===== src/rtl/sha256_pkg.sv =====
// Shared SHA-256 definitions: word type, round constants, IV, state
// encoding and the FIPS 180-4 logical functions used by the compressor.
package sha256_pkg;

  localparam int WORD_W = 32;

  typedef logic [WORD_W-1:0] word_t;

  // Working variables packed so that [7] is a and [0] is h, which makes
  // the packed value line up directly with {a,b,c,d,e,f,g,h}.
  typedef logic [7:0][WORD_W-1:0] hash_t;

  typedef enum logic [1:0] {
    ST_IDLE,
    ST_RUN,
    ST_DONE
  } state_t;

  localparam word_t K [64] = '{
    32'h428a2f98, 32'h71374491, 32'hb5c0fbcf, 32'he9b5dba5,
    32'h3956c25b, 32'h59f111f1, 32'h923f82a4, 32'hab1c5ed5,
    32'hd807aa98, 32'h12835b01, 32'h243185be, 32'h550c7dc3,
    32'h72be5d74, 32'h80deb1fe, 32'h9bdc06a7, 32'hc19bf174,
    32'he49b69c1, 32'hefbe4786, 32'h0fc19dc6, 32'h240ca1cc,
    32'h2de92c6f, 32'h4a7484aa, 32'h5cb0a9dc, 32'h76f988da,
    32'h983e5152, 32'ha831c66d, 32'hb00327c8, 32'hbf597fc7,
    32'hc6e00bf3, 32'hd5a79147, 32'h06ca6351, 32'h14292967,
    32'h27b70a85, 32'h2e1b2138, 32'h4d2c6dfc, 32'h53380d13,
    32'h650a7354, 32'h766a0abb, 32'h81c2c92e, 32'h92722c85,
    32'ha2bfe8a1, 32'ha81a664b, 32'hc24b8b70, 32'hc76c51a3,
    32'hd192e819, 32'hd6990624, 32'hf40e3585, 32'h106aa070,
    32'h19a4c116, 32'h1e376c08, 32'h2748774c, 32'h34b0bcb5,
    32'h391c0cb3, 32'h4ed8aa4a, 32'h5b9cca4f, 32'h682e6ff3,
    32'h748f82ee, 32'h78a5636f, 32'h84c87814, 32'h8cc70208,
    32'h90befffa, 32'ha4506ceb, 32'hbef9a3f7, 32'hc67178f2
  };

  localparam hash_t IV = {
    32'h6a09e667, 32'hbb67ae85, 32'h3c6ef372, 32'ha54ff53a,
    32'h510e527f, 32'h9b05688c, 32'h1f83d9ab, 32'h5be0cd19
  };

  function automatic word_t rotr(input word_t x, input int unsigned n);
    return (x >> n) | (x << (WORD_W - n));
  endfunction

  function automatic word_t big_sigma0(input word_t x);
    return rotr(x, 2) ^ rotr(x, 13) ^ rotr(x, 22);
  endfunction

  function automatic word_t big_sigma1(input word_t x);
    return rotr(x, 6) ^ rotr(x, 11) ^ rotr(x, 25);
  endfunction

  function automatic word_t small_sigma0(input word_t x);
    return rotr(x, 7) ^ rotr(x, 18) ^ (x >> 3);
  endfunction

  function automatic word_t small_sigma1(input word_t x);
    return rotr(x, 17) ^ rotr(x, 19) ^ (x >> 10);
  endfunction

  function automatic word_t ch(input word_t e, input word_t f, input word_t g);
    return (e & f) ^ (~e & g);
  endfunction

  function automatic word_t maj(input word_t a, input word_t b, input word_t c);
    return (a & b) ^ (a & c) ^ (b & c);
  endfunction

  // Word-wise modulo-2^32 sum of two hash states (digest feed-forward).
  function automatic hash_t add_hash(input hash_t x, input hash_t y);
    hash_t r;
    for (int i = 0; i < 8; i++) r[i] = x[i] + y[i];
    return r;
  endfunction

endpackage


===== src/rtl/sha256_msg_sched.sv =====
// SHA-256 message schedule: a 16-word sliding window holding W[t..t+15],
// loaded from the block and advanced UNROLL words per step.
module sha256_msg_sched
  import sha256_pkg::*;
#(
  parameter int UNROLL = 1
) (
  input  logic                          clk,
  input  logic                          rst_n,
  input  logic                          load,
  input  logic                          advance,
  input  logic [511:0]                  block_in,
  output logic [UNROLL-1:0][WORD_W-1:0] w_out
);

  word_t win      [16];
  word_t next_win [16];

  // Extend the window by UNROLL new words, each able to use the ones before it.
  always_comb begin : expand
    word_t ext [16+UNROLL];
    for (int i = 0; i < 16; i++) ext[i] = win[i];
    for (int i = 0; i < UNROLL; i++) begin
      ext[16+i] = small_sigma1(ext[14+i]) + ext[9+i] + small_sigma0(ext[1+i]) + ext[i];
    end
    for (int i = 0; i < 16; i++) next_win[i] = ext[i+UNROLL];
  end

  // Window register: cleared on reset, filled from the block, then slid forward.
  always_ff @(posedge clk or negedge rst_n) begin
    if (!rst_n) begin
      for (int i = 0; i < 16; i++) win[i] <= '0;
    end else if (load) begin
      for (int i = 0; i < 16; i++) win[i] <= block_in[511-32*i -: 32];
    end else if (advance) begin
      for (int i = 0; i < 16; i++) win[i] <= next_win[i];
    end
  end

  for (genvar g = 0; g < UNROLL; g++) begin : g_wout
    assign w_out[g] = win[g];
  end

endmodule


===== src/rtl/sha256_compress.sv =====
// SHA-256 compression core, UNROLL rounds per clock (1, 2 or 4).
// Optional macro SHA256_FEEDFORWARD_EN: output the block digest (h_in + a..h)
// instead of the raw final working variables.
module sha256_compress
  import sha256_pkg::*;
#(
  parameter int UNROLL = 1
) (
  input  logic         clk,
  input  logic         rst_n,
  input  logic         start,
  input  logic [511:0] block_in,
  input  logic [255:0] h_in,
  output logic         busy,
  output logic         done,
  output logic [255:0] vars_out
);

  if (!(UNROLL == 1 || UNROLL == 2 || UNROLL == 4)) begin : g_bad_unroll
    $error("sha256_compress: UNROLL must be 1, 2 or 4");
  end

  localparam logic [5:0] STEP   = 6'(UNROLL);
  localparam logic [5:0] LAST_T = 6'(64 - UNROLL);

  state_t                     state, state_next;
  logic [5:0]                 round_cnt;
  hash_t                      vars, vars_next;
  logic [UNROLL-1:0][WORD_W-1:0] w_cur;
  logic                       load, advance;

  sha256_msg_sched #(.UNROLL(UNROLL)) u_sched (
    .clk      (clk),
    .rst_n    (rst_n),
    .load     (load),
    .advance  (advance),
    .block_in (block_in),
    .w_out    (w_cur)
  );

  // State register.
  always_ff @(posedge clk or negedge rst_n) begin
    if (!rst_n) state <= ST_IDLE;
    else        state <= state_next;
  end

  // Next state plus load/advance strobes; start only matters in IDLE.
  always_comb begin
    state_next = state;
    load       = 1'b0;
    advance    = 1'b0;
    case (state)
      ST_IDLE: if (start) begin
        state_next = ST_RUN;
        load       = 1'b1;
      end
      ST_RUN: begin
        advance = 1'b1;
        if (round_cnt == LAST_T) state_next = ST_DONE;
      end
      ST_DONE: state_next = ST_IDLE;
      default: state_next = ST_IDLE;
    endcase
  end

  assign busy = (state == ST_RUN);
  assign done = (state == ST_DONE);

  // Round counter t, stepping by UNROLL and wrapping back to 0 after the last step.
  always_ff @(posedge clk or negedge rst_n) begin
    if (!rst_n)       round_cnt <= '0;
    else if (load)    round_cnt <= '0;
    else if (advance) round_cnt <= round_cnt + STEP;
  end

  // Chain of UNROLL rounds applied to the current working variables.
  always_comb begin : rounds
    hash_t      s;
    word_t      t1, t2;
    logic [5:0] idx;
    s   = vars;
    t1  = '0;
    t2  = '0;
    idx = '0;
    for (int i = 0; i < UNROLL; i++) begin
      idx = round_cnt + 6'(i);
      t1  = s[0] + big_sigma1(s[3]) + ch(s[3], s[2], s[1]) + K[idx] + w_cur[i];
      t2  = big_sigma0(s[7]) + maj(s[7], s[6], s[5]);
      s   = {t1 + t2, s[7], s[6], s[5], s[4] + t1, s[3], s[2], s[1]};
    end
    vars_next = s;
  end

  // Working variables a..h: seeded from h_in at load, updated every RUN cycle.
  always_ff @(posedge clk or negedge rst_n) begin
    if (!rst_n)       vars <= '0;
    else if (load)    vars <= h_in;
    else if (advance) vars <= vars_next;
  end

`ifdef SHA256_FEEDFORWARD_EN
  hash_t h_saved;

  // Captured chaining value for the digest feed-forward.
  always_ff @(posedge clk or negedge rst_n) begin
    if (!rst_n)    h_saved <= '0;
    else if (load) h_saved <= h_in;
  end

  assign vars_out = add_hash(vars, h_saved);
`else
  assign vars_out = vars;
`endif

endmodule

===== config.mk =====
export PLATFORM = sky130hd
export DESIGN_NAME = sha256_compress
export DESIGN_NICKNAME = d
export VERILOG_FILES = /design/src/rtl/sha256_pkg.sv /design/src/rtl/sha256_msg_sched.sv /design/src/rtl/sha256_compress.sv
export SDC_FILE = /design/constraint.sdc
export NUM_CORES = 2
export LEC_CHECK = 0
export BUFFER_PORTS_ARGS = -buffer_cell sky130_fd_sc_hd__buf_4
export CAP_MARGIN = 20
export CORE_AREA = 2 2 405 407
export CTS_BUF_LIST = sky130_fd_sc_hd__clkbuf_16
export DETAILED_ROUTE_END_ITERATION = 16
export DIE_AREA = 0 0 407 409
export PLACE_DENSITY_LB_ADDON = 0.08
export SKIP_LAST_GASP = 1
export SLEW_MARGIN = 20
export SYNTH_ARGS = -nofsm -noshare
export SYNTH_HDL_FRONTEND = slang
export SYNTH_SLANG_ARGS = --single-unit

===== constraint.sdc =====
create_clock -name clk -period 11 [get_ports clk]
set_clock_uncertainty 0.2 [all_clocks]
set_input_delay 1.1 -clock clk [delete_from_list [all_inputs] [get_ports clk]]
set_output_delay 1.1 -clock clk [all_outputs]
set_load 0.03 [all_outputs]

Word level (Yosys, flattened, before mapping) --
Memory sizes are Yosys's and may differ from the RTL's. Index checks and enable logic that the tools add are counted.
Storage, ports and cells: flip-flop bits (word level) 776, output and inout port bits 258, word-level logic and storage cells 89, ROM bits 2048, memories kept 1, input bits 771
Cells by class: bitwise gates (word level) 28, equal/unequal tests 5, reduce and logical (&&, ||, !) cells 3, mux-type cells 14, magnitude comparators 1, add/sub/neg operators 11
Memory list:
- (no name shown) | words 64, width 32, rd ports 1, clocked after Yosys merged registers in 0, wr ports 0, line sha256_compress.sv:87 | t1 = s[0] + big_sigma1(s[3]) + ch(s[3], s[2], s[1]) + K[idx] + w_cur[i];
Operators by type and width (count):
- $mux W512 | 2
- $mux W256 | 2
- $add A32 B32 Y32 | 10
- $xor A32 B32 Y32 | 9
- $and A32 B32 Y32 | 5
- $mux W32 | 2
- $not A32 Y32 | 1
- $or A10 B32 Y32 | 1
- $or A13 B32 Y32 | 1
- $or A14 B32 Y32 | 1
- $or A15 B32 Y32 | 1
- $or A19 B32 Y32 | 1
- $or A21 B32 Y32 | 1
- $or A25 B32 Y32 | 1
- $or A26 B32 Y32 | 1
- $or A30 B32 Y32 | 1
- $or A7 B32 Y32 | 1
- $xor A32 B22 Y32 | 1
- $xor A32 B29 Y32 | 1
- $mux W6 | 2
- $ge A7 B7 Y1 const B | 1
- $not A6 Y7 | 1
- $add A6 B1 Y6 const B | 1
- $eq A6 B6 Y1 const B | 1
- other kinds (10) | 13

Logic depth before layout (Yosys ltp) --
depth in word-level cells 10, mapped depth 44, mapped depth without buffers 42

Cells and area by module --
A second synthesis with hierarchy kept.
Second synthesis, totals: cell total of the unflattened synthesis 5747, area, all modules 52092.5 sq um
Modules (own cells, without submodules):
- sha256_msg_sched | cells each 2828, area an instance 27830.4 sq um, seq. area each 12812.3 sq um, instances 1
- sha256_compress | cells each 2919, area an instance 24262.0 sq um, seq. area each 6606.3 sq um, instances 1

Worst setup path after synthesis --
No wires, ideal clock.
path kind register to register, start register round_cnt[1], end register vars, in the netlist vars_out[255], data required time 10.670 ns, arrival 8.197 ns, buffers on the path 2, setup time 0.130 ns, clock period less this slack 8.528 ns, path slack 2.472 ns, cell stages (with the launch flop) 41, cells stage by stage dfrtp_1 clkbuf_1 clkinv_1 ha_1 clkbuf_1 inv_1 nor2_1 or2_2 nand2_1 o2111ai_1 o21ai_0 nand2_1 o21ai_0 fa_1 fa_1 fa_1 inv_1 ha_1 [... 5 more ...] o2111a_1 nor2_1 o21bai_1 a21oi_1 xor2_1 fa_1 inv_1 ha_1 a211oi_1 o21bai_1 a211oi_1 o21ai_0 a221oi_1 o21ai_0 a21oi_1 xnor2_1 xnor2_1 o21ai_1
Between the ends: cells in the longest elaborated chain, start to end 9
RTL lines:
- start, declared | line sha256_compress.sv:27 | logic [5:0] round_cnt;
- start signal, assigned | line sha256_compress.sv:73 | else if (advance) round_cnt <= round_cnt + STEP;
- $not A6 Y7 (not written as such) | line sha256_compress.sv:87
- $mem_v2 Z64 W32
- $mux W32 (not written as such) (2 in a row) | line sha256_compress.sv:87
- $add A32 B32 Y32 (2 in a row) | line sha256_compress.sv:87
- $add A32 B32 Y32 | line sha256_compress.sv:89 | s = {t1 + t2, s[7], s[6], s[5], s[4] + t1, s[3], s[2], s[1]};
- $mux W256 | line sha256_compress.sv:98 | else if (advance) vars <= vars_next;
- $mux W256 | line sha256_compress.sv:97 | else if (load) vars <= h_in;
- end signal, assigned | line sha256_compress.sv:97
- end signal, assigned | line sha256_compress.sv:98
- end, declared | line sha256_compress.sv:28 | hash_t vars, vars_next;
Every way passes these cells. The select of a mux whose other input is x is not followed. A chain may end at the register's enable or synchronous reset.

Final worst setup path --
start register round_cnt[0], end register vars, in the netlist vars_out[255]
The elaborated chain is that of the path after synthesis.

==> results.txt <==
----------------------------------------------------
[Global route]
  GR Util met2 ... 0.513
  Remaining global-route overflow ... 0
  Vias in the first global route ... 48,900
  Busiest metal layer after global routing ... met2
  Fraction of met3 tracks used by global routing ... 0.0823
  Maximum number of pins on one net before global-route repair ... 202
  Met1 Track Usage GR ... 0.410
  Antenna violations before repair ... 69
  Global-route wire length before repair ... 381,000 um
  Total track usage ... 0.319

[Clock network]
  Post-CTS Repair Setup Buffers ... 0
  Reg clk slew, reported paths ... 0.07 ns
  Level count of the clock H-tree ... 3
  CTS tree ... built
  Largest buffer count on any clock path ... 3
  Latest clock arrival within the worst-skew pair ... 0.76 ns
  Clock tree sinks ... 776
  Inserted Clock Buffers ... 97
  Clock root buffer master ... sky130_fd_sc_hd__clkbuf_16
  Number of hold buffers added after CTS ... 0
  Number of gates resized after CTS ... 0

[Synthesis]
  Top cells by area in the synthesized netlist ... sky130_fd_sc_hd__dfrtp_1 39%, sky130_fd_sc_hd__o22ai_1 12%, sky130_fd_sc_hd__a21oi_1 9.3%, sky130_fd_sc_hd__fa_1 7.5%, sky130_fd_sc_hd__xnor2_1 4.5%
  Portion of the post-synthesis area used by sequential elements ... 0.389
  Post-synth top area cell ... sky130_fd_sc_hd__dfrtp_1
  Average size of a mapped cell ... 8.78 um2
  Synth Cell Area ... 50,000 um2
  Count of distinct cell types in the synthesized netlist ... 79
  Cell count after synthesis ... 5,694
  Compound-gate portion of the synthesized area ... 0.286
  Yosys Warn Count ... 0
  Simple-gate portion of the synthesized area ... 0.0793
  Combinational family with the most area after synthesis ... compound AO/OA/AOI/OAI gates
  #FFs+latches synth ... 776
  Top-area cell type share of the netlist area ... 0.389
  Asr flop ratio synth ... 1.00
  Synthesized netlist net count ... 6,797
  Post-synthesis share of cell area spent on full adders, half adders and majority gates ... 0.112
  Fraction of synthesized area in multiplexers ... 0.0104
  Dominant register cell in the synthesized netlist ... sky130_fd_sc_hd__dfrtp_1
  Number of enable flip-flop cells after synthesis ... 0
  XOR/XNOR share of the synthesized area ... 0.0627

[Run]
  Max-capacitance violation count ... 0

[Finish]
  Proportion of layout cells with a drive suffix above 1 ... 0.209
  Fin area ... 62,400 um2
  Area Growth Syn to Fin ... 24.9%
  Commonest non-fill, non-tap cells in the layout ... 1,128 x sky130_fd_sc_hd__buf_4, 959 x sky130_fd_sc_hd__o22ai_1, 926 x sky130_fd_sc_hd__a21oi_1
  Most common cell after layout, fill and taps aside ... sky130_fd_sc_hd__buf_4
  Nets ... 7,490

[Routing]
  Total DRC errors in the routed layout ... 0
  Total routed wirelength ... 276,000 um
  Number of vias after detailed routing ... 49,272
  Routed length per placed instance ... 31.9 um
  Via count normalized by instance count ... 5.69
  Post-DRT Antenna Nets ... 0
  DRC marker count from the first detailed-route iteration ... 4,508
  Router iterations before antenna repair ... 6

[Die]
  Width of the chip ... 407 um
  Die Span Y ... 409 um
  Starting density of the core ... 0.308
  Site row count ... 148
  Number of I/O pins ... 1,029
  Core box area ... 162,000 um2
  Die Footprint ... 166,000 um2

[Critical path]
  Launch instance of the worst register-to-register path ... round_cnt[0]
  Capturing point of the worst reg2reg path ... vars_out[255]
  Master of the slowest instance on the critical path ... sky130_fd_sc_hd__ha_1
  Worst EP arrival ... 9.82 ns
  Setup crit start kind ... register
  Maximum fanout encountered on the critical timing path ... 25
  Path type of the worst setup path ... reg -> reg
  Delay contributed by the slowest stage of the critical path ... 0.59 ns
  Worst reg2reg setup slack ... 1.56 ns
  Critical path endpoint category ... register
  Depth of the worst register-to-register path ... 37
  Worst EP required ... 11.37 ns
  Critical Path Sink ... vars_out[255]
  Startpoint of the most critical setup path ... round_cnt[0]

[Timing]
  Setup TNS after final layout ... 0 ns
  Post-route fraction of the period consumed by the critical path ... 0.859
  Maximum clock frequency ... 106 MHz
  Hold WS ... 0.196 ns
  Clock period minus worst slack ... 9.44 ns
  Final hold violation count ... 0
  Relative slew slack ... 0.213
  Setup repair after global routing missed its margin ... no
  Final Max Tran Viols ... 0
  Count of final setup violators ... 0
  Slew @ Worst Pin ... 1.18 ns
  Final setup slack of the worst path ... 1.56 ns

[Run status]
  Result of the run ... finished, final reports clean

[Placed design]
  Detail Placement HPWL ... 208,000 um
  Worst setup timing slack at the placement stage ... 1.69 ns
  Cell area reported after detailed placement ... 59,400 um2
  Port Buf Inserts ... 1,028
  Final weighted congestion of routability-driven global placement ... 0.952

[Min path]
  Type of the most critical hold path ... in -> async

----------------------------------------------------
[worst max-delay path, delay by kind of cell (launching register included)]
kind / cells / cell delay (ns)
AOI/OAI and AO/OA: 13 / 2.76
and+or+nand+nor: 8 / 1.59
DFF: 1 / 0.34
adders and majority gates: 7 / 3.10
buffers and inverters: 6 / 0.78
xor gates and xnor gates: 3 / 0.46
[sequential cells by signal (all words and copies together) (netlist names)]
name / cells
u_sched.w_out: 32
u_sched.expand.ext: 480
round_cnt: 6
vars_out: 256
state: 2
[area by class of cell]
class                      instances  area, um2
clock inverter                    75        513
fill                           16818      99600
inverter                         262        998
timing repair buffer            1143       8750
sequential                       776      19400
multi-input combinational       4107      27600
clock buffer                      97       2430
tap                             2175       2720
antenna                           22       55.1
[how the worst min path moves through the flow]
| stage | from | end | slack, ns | cells after the start |
|---|---|---|---|---|
| after floorplan | u_sched.expand.ext[35] | u_sched.expand.ext[35] | 0.25 | 2 |
| after global placement | u_sched.expand.ext[42] | u_sched.expand.ext[42] | 0.26 | 2 |
| final | rst_n | vars_out[200] | 0.20 | 1 |
| after global routing | rst_n | vars_out[200] | 0.20 | 1 |
| after detailed placement | u_sched.expand.ext[41] | u_sched.expand.ext[41] | 0.27 | 2 |
| after CTS | rst_n | vars_out[206] | 0.18 | 1 |
[cell usage after synthesis (5+ instances only)]
master,instances
sky130_fd_sc_hd__o22ai_1,959
sky130_fd_sc_hd__a221oi_1,6
sky130_fd_sc_hd__mux2i_1,8
sky130_fd_sc_hd__o31ai_1,11
sky130_fd_sc_hd__o221ai_1,11
sky130_fd_sc_hd__nand3_1,34
sky130_fd_sc_hd__a311oi_1,5
sky130_fd_sc_hd__clkbuf_1,467
sky130_fd_sc_hd__dfrtp_1,776
sky130_fd_sc_hd__a31oi_1,27
sky130_fd_sc_hd__o2111ai_1,7
sky130_fd_sc_hd__o21ai_0,199
sky130_fd_sc_hd__and2_1,5
sky130_fd_sc_hd__o21bai_1,15
sky130_fd_sc_hd__o22a_1,28
sky130_fd_sc_hd__nor2_1,577
sky130_fd_sc_hd__nor4_1,11
sky130_fd_sc_hd__o21a_1,15
sky130_fd_sc_hd__a211oi_1,26
sky130_fd_sc_hd__xnor2_1,257
sky130_fd_sc_hd__buf_1,77
sky130_fd_sc_hd__a221o_1,5
sky130_fd_sc_hd__a21o_1,88
sky130_fd_sc_hd__nand4_1,9
sky130_fd_sc_hd__nor2b_1,24
sky130_fd_sc_hd__ha_1,145
sky130_fd_sc_hd__mux2_2,31
sky130_fd_sc_hd__nand2b_1,21
sky130_fd_sc_hd__fa_1,187
sky130_fd_sc_hd__a22oi_1,6
sky130_fd_sc_hd__o311ai_0,11
sky130_fd_sc_hd__o211ai_1,18
sky130_fd_sc_hd__or3_1,11
sky130_fd_sc_hd__or2_2,5
sky130_fd_sc_hd__inv_1,257
sky130_fd_sc_hd__o21ai_1,10
sky130_fd_sc_hd__nor3_1,48
sky130_fd_sc_hd__and3_1,16
sky130_fd_sc_hd__a21oi_1,926
sky130_fd_sc_hd__xor2_1,101
sky130_fd_sc_hd__nand2_1,182
[metrics by stage]
stage	cells	utilization
after floorplan	5694	-
after global placement	8462	0.367
after detailed placement	8462	0.367
after CTS	8634	0.385
after global routing	8651	0.385
final	8657	0.385
[per-layer routing]
metal  part of all wire  vias up
li1                   -    22029
met1               0.41    24909
met2               0.47     1858
met3              0.076      406
met4              0.040       70
met5             0.0017        -
[logic make-up (layout without fill, tap and decap cells)]
logic type                 Yosys count  after routing
and+or+nand+nor                    951            951
muxes                               43             43
adders and majority gates          334            334
AOI/OAI and AO/OA                 2421           2421
buffers and inverters              811           1577
other                                0             22
DFF                                776            776
xor gates and xnor gates           358            358
Power is not shown: default switching activity piles up to over one toggle a cycle in this logic, so the estimate is an artifact.
